===== src/rtl/key_event_queue_if.sv =====
`default_nettype none
// ============================================================================
// Module      : key_event_queue_if
// Description : Bus bundle between the button-event source / CPU I/O port
//               and the key event queue.
// Revision    : 1.0 - initial release
// ============================================================================
interface key_event_queue_if #(
  parameter int WIDTH = 20,
  parameter int AW    = 3
);
  logic [WIDTH-1:0] pause;
  logic             rd_en;
  logic [WIDTH-1:0] rd_data;
  logic             rd_valid;
  logic             empty;
  logic             full;
  logic [AW:0]      count;
  logic             irq;
  logic             overflow;
  logic             ovf_clr;

  // Environment side: event source plus CPU.
  modport master (
    output pause, rd_en, ovf_clr,
    input  rd_data, rd_valid, empty, full, count, irq, overflow
  );

  // Queue side.
  modport slave (
    input  pause, rd_en, ovf_clr,
    output rd_data, rd_valid, empty, full, count, irq, overflow
  );
endinterface
`default_nettype wire


===== src/rtl/key_event_queue.sv =====
`default_nettype none
// ============================================================================
// Module      : key_event_queue
// Description : Captures every nonzero event word into a small FIFO until the
//               CPU pops it; flags pending (irq) and lost (overflow) events.
// Revision    : 1.0 - initial release
// ============================================================================
module key_event_queue #(
  parameter int WIDTH = 20,
  parameter int DEPTH = 8,
  parameter int AW    = 3
) (
  input  logic              clk,
  input  logic              rst_n,
  key_event_queue_if.slave  bus
);

  localparam logic [AW:0] C_FULL_CNT = (AW+1)'(DEPTH);

  logic [AW-1:0]    wr_ptr_q, wr_ptr_d;
  logic [AW-1:0]    rd_ptr_q, rd_ptr_d;
  logic [AW:0]      count_q, count_d;
  logic [WIDTH-1:0] rd_data_q, rd_data_d;
  logic             rd_valid_q, rd_valid_d;
  logic             overflow_q, overflow_d;
  logic [WIDTH-1:0] entry_q [DEPTH];

  logic w_push;
  logic w_empty;
  logic w_full;
  logic w_pop;
  logic w_wr;
  logic w_drop;

  // Decode push/pop; a full queue still accepts a push when a pop frees a slot
  // on the same edge, and an empty queue never bypasses a push to the reader.
  always_comb begin
    w_push  = |bus.pause;
    w_empty = (count_q == '0);
    w_full  = (count_q == C_FULL_CNT);
    w_pop   = bus.rd_en & ~w_empty;
    w_wr    = w_push & (~w_full | w_pop);
    w_drop  = w_push & w_full & ~w_pop;
  end

  // Next-state for pointers, occupancy, read port and sticky overflow.
  always_comb begin
    wr_ptr_d   = wr_ptr_q;
    rd_ptr_d   = rd_ptr_q;
    count_d    = count_q;
    rd_data_d  = rd_data_q;
    rd_valid_d = w_pop;
    overflow_d = overflow_q;

    if (w_wr) begin
      wr_ptr_d = wr_ptr_q + AW'(1);
    end
    if (w_pop) begin
      rd_ptr_d  = rd_ptr_q + AW'(1);
      rd_data_d = entry_q[rd_ptr_q];
    end

    case ({w_wr, w_pop})
      2'b10:   count_d = count_q + (AW+1)'(1);
      2'b01:   count_d = count_q - (AW+1)'(1);
      default: count_d = count_q;
    endcase

    // A drop on the same edge as a clear must leave the flag set.
    if (w_drop) begin
      overflow_d = 1'b1;
    end else if (bus.ovf_clr) begin
      overflow_d = 1'b0;
    end
  end

  // Control and read-port registers; reset discards all queued events.
  always_ff @(posedge clk or negedge rst_n) begin
    if (!rst_n) begin
      wr_ptr_q   <= '0;
      rd_ptr_q   <= '0;
      count_q    <= '0;
      rd_data_q  <= '0;
      rd_valid_q <= 1'b0;
      overflow_q <= 1'b0;
    end else begin
      wr_ptr_q   <= wr_ptr_d;
      rd_ptr_q   <= rd_ptr_d;
      count_q    <= count_d;
      rd_data_q  <= rd_data_d;
      rd_valid_q <= rd_valid_d;
      overflow_q <= overflow_d;
    end
  end

  // Storage entries carry no reset; occupancy alone says which are live.
  for (genvar gi = 0; gi < DEPTH; gi++) begin : g_entry
    logic [WIDTH-1:0] entry_d;

    // Load the event word when this slot is the write target.
    always_comb begin
      entry_d = entry_q[gi];
      if (w_wr && (wr_ptr_q == AW'(gi))) begin
        entry_d = bus.pause;
      end
    end

    // Entry register.
    always_ff @(posedge clk) begin
      entry_q[gi] <= entry_d;
    end
  end

  assign bus.rd_data  = rd_data_q;
  assign bus.rd_valid = rd_valid_q;
  assign bus.count    = count_q;
  assign bus.empty    = w_empty;
  assign bus.full     = w_full;
  assign bus.irq      = ~w_empty;
  assign bus.overflow = overflow_q;

endmodule
`default_nettype wire


===== src/flat_wrapper.sv =====
// flat-port wrapper written by rule: the top's interface ports become plain ports
module key_event_queue_flat 
#(
  parameter int WIDTH = 20,
  parameter int DEPTH = 8,
  parameter int AW    = 3
)
  (clk, rst_n, bus_pause, bus_rd_en, bus_ovf_clr, bus_rd_data, bus_rd_valid, bus_empty, bus_full, bus_count, bus_irq, bus_overflow);
  key_event_queue_if #(.WIDTH(WIDTH), .AW(AW)) bus_i ();
  input  logic clk;
  input  logic rst_n;
  input wire logic [$bits(bus_i.pause)-1:0] bus_pause;
  input wire logic [$bits(bus_i.rd_en)-1:0] bus_rd_en;
  input wire logic [$bits(bus_i.ovf_clr)-1:0] bus_ovf_clr;
  output wire logic [$bits(bus_i.rd_data)-1:0] bus_rd_data;
  output wire logic [$bits(bus_i.rd_valid)-1:0] bus_rd_valid;
  output wire logic [$bits(bus_i.empty)-1:0] bus_empty;
  output wire logic [$bits(bus_i.full)-1:0] bus_full;
  output wire logic [$bits(bus_i.count)-1:0] bus_count;
  output wire logic [$bits(bus_i.irq)-1:0] bus_irq;
  output wire logic [$bits(bus_i.overflow)-1:0] bus_overflow;
  assign bus_i.pause = bus_pause;
  assign bus_i.rd_en = bus_rd_en;
  assign bus_i.ovf_clr = bus_ovf_clr;
  assign bus_rd_data = bus_i.rd_data;
  assign bus_rd_valid = bus_i.rd_valid;
  assign bus_empty = bus_i.empty;
  assign bus_full = bus_i.full;
  assign bus_count = bus_i.count;
  assign bus_irq = bus_i.irq;
  assign bus_overflow = bus_i.overflow;
  key_event_queue #(.WIDTH(WIDTH), .DEPTH(DEPTH), .AW(AW)) u_core (.clk(clk), .rst_n(rst_n), .bus(bus_i));
endmodule

===== config.mk =====
export PLATFORM = sky130hd
export DESIGN_NAME = key_event_queue_flat
export DESIGN_NICKNAME = d
export VERILOG_FILES = /design/src/rtl/key_event_queue_if.sv /design/src/rtl/key_event_queue.sv /design/src/flat_wrapper.sv
export SDC_FILE = /design/constraint.sdc
export NUM_CORES = 1
export LEC_CHECK = 0
export ABC_AREA = 1
export CELL_PAD_IN_SITES_DETAIL_PLACEMENT = 0
export CELL_PAD_IN_SITES_GLOBAL_PLACEMENT = 1
export CORE_ASPECT_RATIO = 2
export CORE_MARGIN = 2
export CORE_UTILIZATION = 48
export CTS_CLUSTER_DIAMETER = 40
export CTS_CLUSTER_SIZE = 30
export DETAILED_ROUTE_END_ITERATION = 12
export GPL_TIMING_DRIVEN = 0
export PLACE_DENSITY = 0.85
export SYNTH_ARGS = -nofsm -noshare
export SYNTH_HDL_FRONTEND = slang
export SYNTH_SLANG_ARGS = --single-unit

===== constraint.sdc =====
create_clock -name clk -period 3.8 [get_ports clk]
set_clock_uncertainty 0.1 [all_clocks]
set_input_delay 0.95 -clock clk [delete_from_list [all_inputs] [get_ports clk]]
set_output_delay 0.95 -clock clk [all_outputs]
set_load 0.005 [all_outputs]

==> results.md <==
- The finished cells cover 9240 um2.
- The first global-routing pass estimated 27.8 mm of wire.
- The library cell used as clock root buffer is sky130_fd_sc_hd__clkbuf_16.
- Of the cells placed in the final design, the portion with a size suffix greater than 1 is between 10% and 20%.
- The final layout contains routed wiring with a total length of 18.6 mm.
- The initialized floorplan defines 65 standard-cell rows.
- The die span in y is 183 um.
- The initial standard-cell utilization of the core is around 49%.
- In this run, post-CTS hold repair placed 0 buffers.
- The number of hold-slack violations in the final timing report is 0.
- Entering global routing, the biggest net connects 33 pins.
- The longest clock path from root to sink contains 2 buffers.
- After the first detailed-routing iteration, the DRC count stood at 394.
- The number of setup violations in the final report is 0.
- By startpoint and endpoint, the worst setup path is classified as in -> reg.
- The flow ran to the end, and the final reports show no timing, DRC or antenna violations.
- The global routing usage on met2 is 41.7%.
- For the pin with the worst max-slew slack, the measured transition is 1010 ps.
- TritonCTS built the clock tree.
- When the netlist entered floorplanning its net count stood at around 660.
- The number of global-route vias before repair is approximately 5000.
- Leaving out fill and tap cells, the most frequent cells in the layout are 160 x sky130_fd_sc_hd__edfxtp_1, 135 x sky130_fd_sc_hd__nor2_1, 84 x sky130_fd_sc_hd__o21ai_0.
- In the synthesized netlist, the number of instances is 623.
- Setup repair after global routing left no endpoint under its margin.
- The post-detailed-route via-to-cell ratio is 5.51.
- Counting the buffers created by CTS gives 17.
- The number of nets in the layout is between 700 and 800.
- The clock latency on the worst-skew pair is 430 ps.
- Max-cap violations in this run came to 0.
- The category of the worst setup path launch point is a primary input.
- The global routing met3 resource utilization is 3.85%.
- The busiest metal layer after global routing is met2.
- The die width is 93.7 um.
- The clock-pin transition on the worst setup and hold timing paths is ~70 ps.
- The number of input and output port buffers inserted is 52.
- The count of nets left with antenna violations once routing finished came out at 0.
- The final weighted congestion of routability-driven global placement is 0.900.
- The worst reg-to-reg path cell count is 8.
- For this run, the leading register cell type out of synthesis is sky130_fd_sc_hd__edfxtp_1.
- Sequential cells were found to cover 72.5% of the synthesized design area.
- The half-perimeter wire length after detailed placement is 13.2 mm.
- The number of buffers inserted to repair setup after CTS is 0.
- The Yosys step of the flow raised 0 warnings.
- The number of primary I/O pins is 53.
- The floorplan step defined a die boundary enclosing 17200 um2.
- The post-synthesis register bit count is 192.
- The number of synthesized flops with an enable pin is 160.
- The number of cells after detailed placement is 886.
- The CTS sink count is roughly 190.
- The count of cell types in the netlist is 27.
- The number of pins with negative max-slew slack in the final report was 0.
- Data on the critical path arrives at its endpoint at 3580 ps.
- The worst hold path passes through 2 cells.
- In this run the number of H-tree levels came out at 4.
- The global-route usage over all layers is 22.7%.
- The average cell area after synthesis is 12.4 um2.
- The final critical path time including I/O delays and setup is roughly 3500 ps.
- The core region is 15800 um2.
- After global routing the overflow that remains totals 0.
- The analysis attributes to cell leakage a power of ~3.3 nW.
- Gates resized during post-CTS repair numbered 0.
- The critical-path maximum fanout is 11.
- In this run the cell area measured after placement is 8660 um2.
- The async set-or-reset flop fraction in the synthesized netlist is 16.7%.
- In the routed design, unresolved DRC markers number 0.
- IR analysis of the VDD net gives a maximum drop of 0.481 mV.
- Data on the critical path is required at its endpoint by 3830 ps.
- In this run the worst hold path is classified as reg -> reg.
- The count of non-filler cells in the finished layout is between 900 and 1000.
- The mapped netlist covers 7730 um2.
- The most common cell after layout, fill and taps aside is sky130_fd_sc_hd__edfxtp_1.
- Before antenna repair, the detailed router went through 5 iterations.
- In the final routed layout, each cell accounts on average for 20.2 um.
- The area growth from synthesis to layout is 19.6%.
- Hold timing on the final database bottoms out at a slack of ~380 ps.
- The worst path uses 93.4% of the clock period.
- 0 antenna diodes ended up in the layout.
- Power spread over the standard cell area amounts to 824 nW/um2.
- The detailed router placed 5057 vias in this run.
- The met1 demand-to-capacity share in global routing is 22.4%.
- The type of destination of the critical path is a register.
- The initial antenna violation count came to 0.
- The worst slew margin relative to its limit is 32.6%.
- The sum of internal, switching and leakage power is 7.62 mW.
- The maximum frequency from static timing analysis is 282 MHz.
synthesized netlist by cell type, types with 4 or more instances:
cell	instances	share of area, %
sky130_fd_sc_hd__nor2_1	137	6.7
sky130_fd_sc_hd__edfxtp_1	160	62
sky130_fd_sc_hd__nor3_1	6	0.39
sky130_fd_sc_hd__nand3_1	6	0.39
sky130_fd_sc_hd__inv_1	16	0.78
sky130_fd_sc_hd__ha_1	9	1.5
sky130_fd_sc_hd__o211ai_1	40	3.9
sky130_fd_sc_hd__buf_2	17	1.1
sky130_fd_sc_hd__nand2_1	59	2.9
sky130_fd_sc_hd__o21ai_1	18	1.2
sky130_fd_sc_hd__xor2_1	4	0.45
sky130_fd_sc_hd__dfrtp_1	32	10
sky130_fd_sc_hd__o21ai_0	84	5.4
sky130_fd_sc_hd__clkbuf_1	15	0.73
worst max-delay path, cell delays in order:
cell	delay (ps)
sky130_fd_sc_hd__clkdlybuf4s50_1	710
sky130_fd_sc_hd__nor2_1	130
sky130_fd_sc_hd__and2_1	220
sky130_fd_sc_hd__nand3_1	210
sky130_fd_sc_hd__nand2_2	140
sky130_fd_sc_hd__buf_6	170
sky130_fd_sc_hd__nor3_2	760
sky130_fd_sc_hd__buf_6	280
flip-flops by register name, indices dropped and copies added (netlist names):
| name | flops |
|---|---|
| u_core.bus.count | 4 |
| u_core.bus.overflow | 1 |
| u_core.bus.rd_data | 20 |
| u_core.bus.rd_valid | 1 |
| u_core.entry_q | 160 |
| u_core.rd_ptr_q | 3 |
| u_core.wr_ptr_q | 3 |
report_power, final:
group	leakage, nW	total [mW]	switching (mW)	internal (mW)
Sequential	1.85	3.18	0.209	2.97
Combinational	1.19	2.72	1.76	0.961
Clock	0.271	1.71	0.786	0.925
cells by family (layout without fill, tap and decap cells):
kind of cell | count (synthesis) | in the layout | synth area share (%)
AND/OR/NAND/NOR | 217 | 217 | 11.4
buffers and inverters | 54 | 148 | 3.04
flip-flops | 192 | 192 | 72.5
adder cells (fa/ha/maj) | 10 | 10 | 1.72
XOR/XNOR | 5 | 5 | 0.567
AO/OA/AOI/OAI | 145 | 145 | 10.7
per-layer routing:
metal  part of all wire, %  up-vias
li1                      -     2372
met1                    33     2438
met2                    56      189
met3                   4.1       58
met4                   7.1        0
met5                     0        -
through the flow:
step / util (%) / worst slack, ps / setup TNS [ps]
global route: 58.6 / 140 / 0
floorplan: - / 323 / 0
CTS: 58.6 / 251 / 0
detailed placement: 54.9 / -206 / -6700
global placement: 53.9 / -1610 / -210000
finish: 58.6 / 252 / 0
path summary, 6_finish.rpt:
kind,start,endpoint,slack [ps]
min,u_core.bus.rd_data[10],u_core.bus.rd_data[10],380
max in group asynchronous,rst_n,u_core.bus.rd_data[3],2570
min reg2reg,u_core.bus.rd_data[10],u_core.bus.rd_data[10],380
max reg2reg,u_core.bus.count[0],u_core.entry_q[5][16],1260
min in group asynchronous,rst_n,u_core.bus.rd_data[7],490
max,bus_pause[19],u_core.entry_q[5][17],250
layout make-up:
class	instances	area, um2
fill	1243	6540
inverter	19	71.3
clock buffer	17	425
buffer	35	164
timing repair buffer	62	648
tap	201	251
sequential	192	5610
multi-input combinational	377	1920
clock inverter	15	151
No activity file was read; power rests on OpenSTA's default activity.
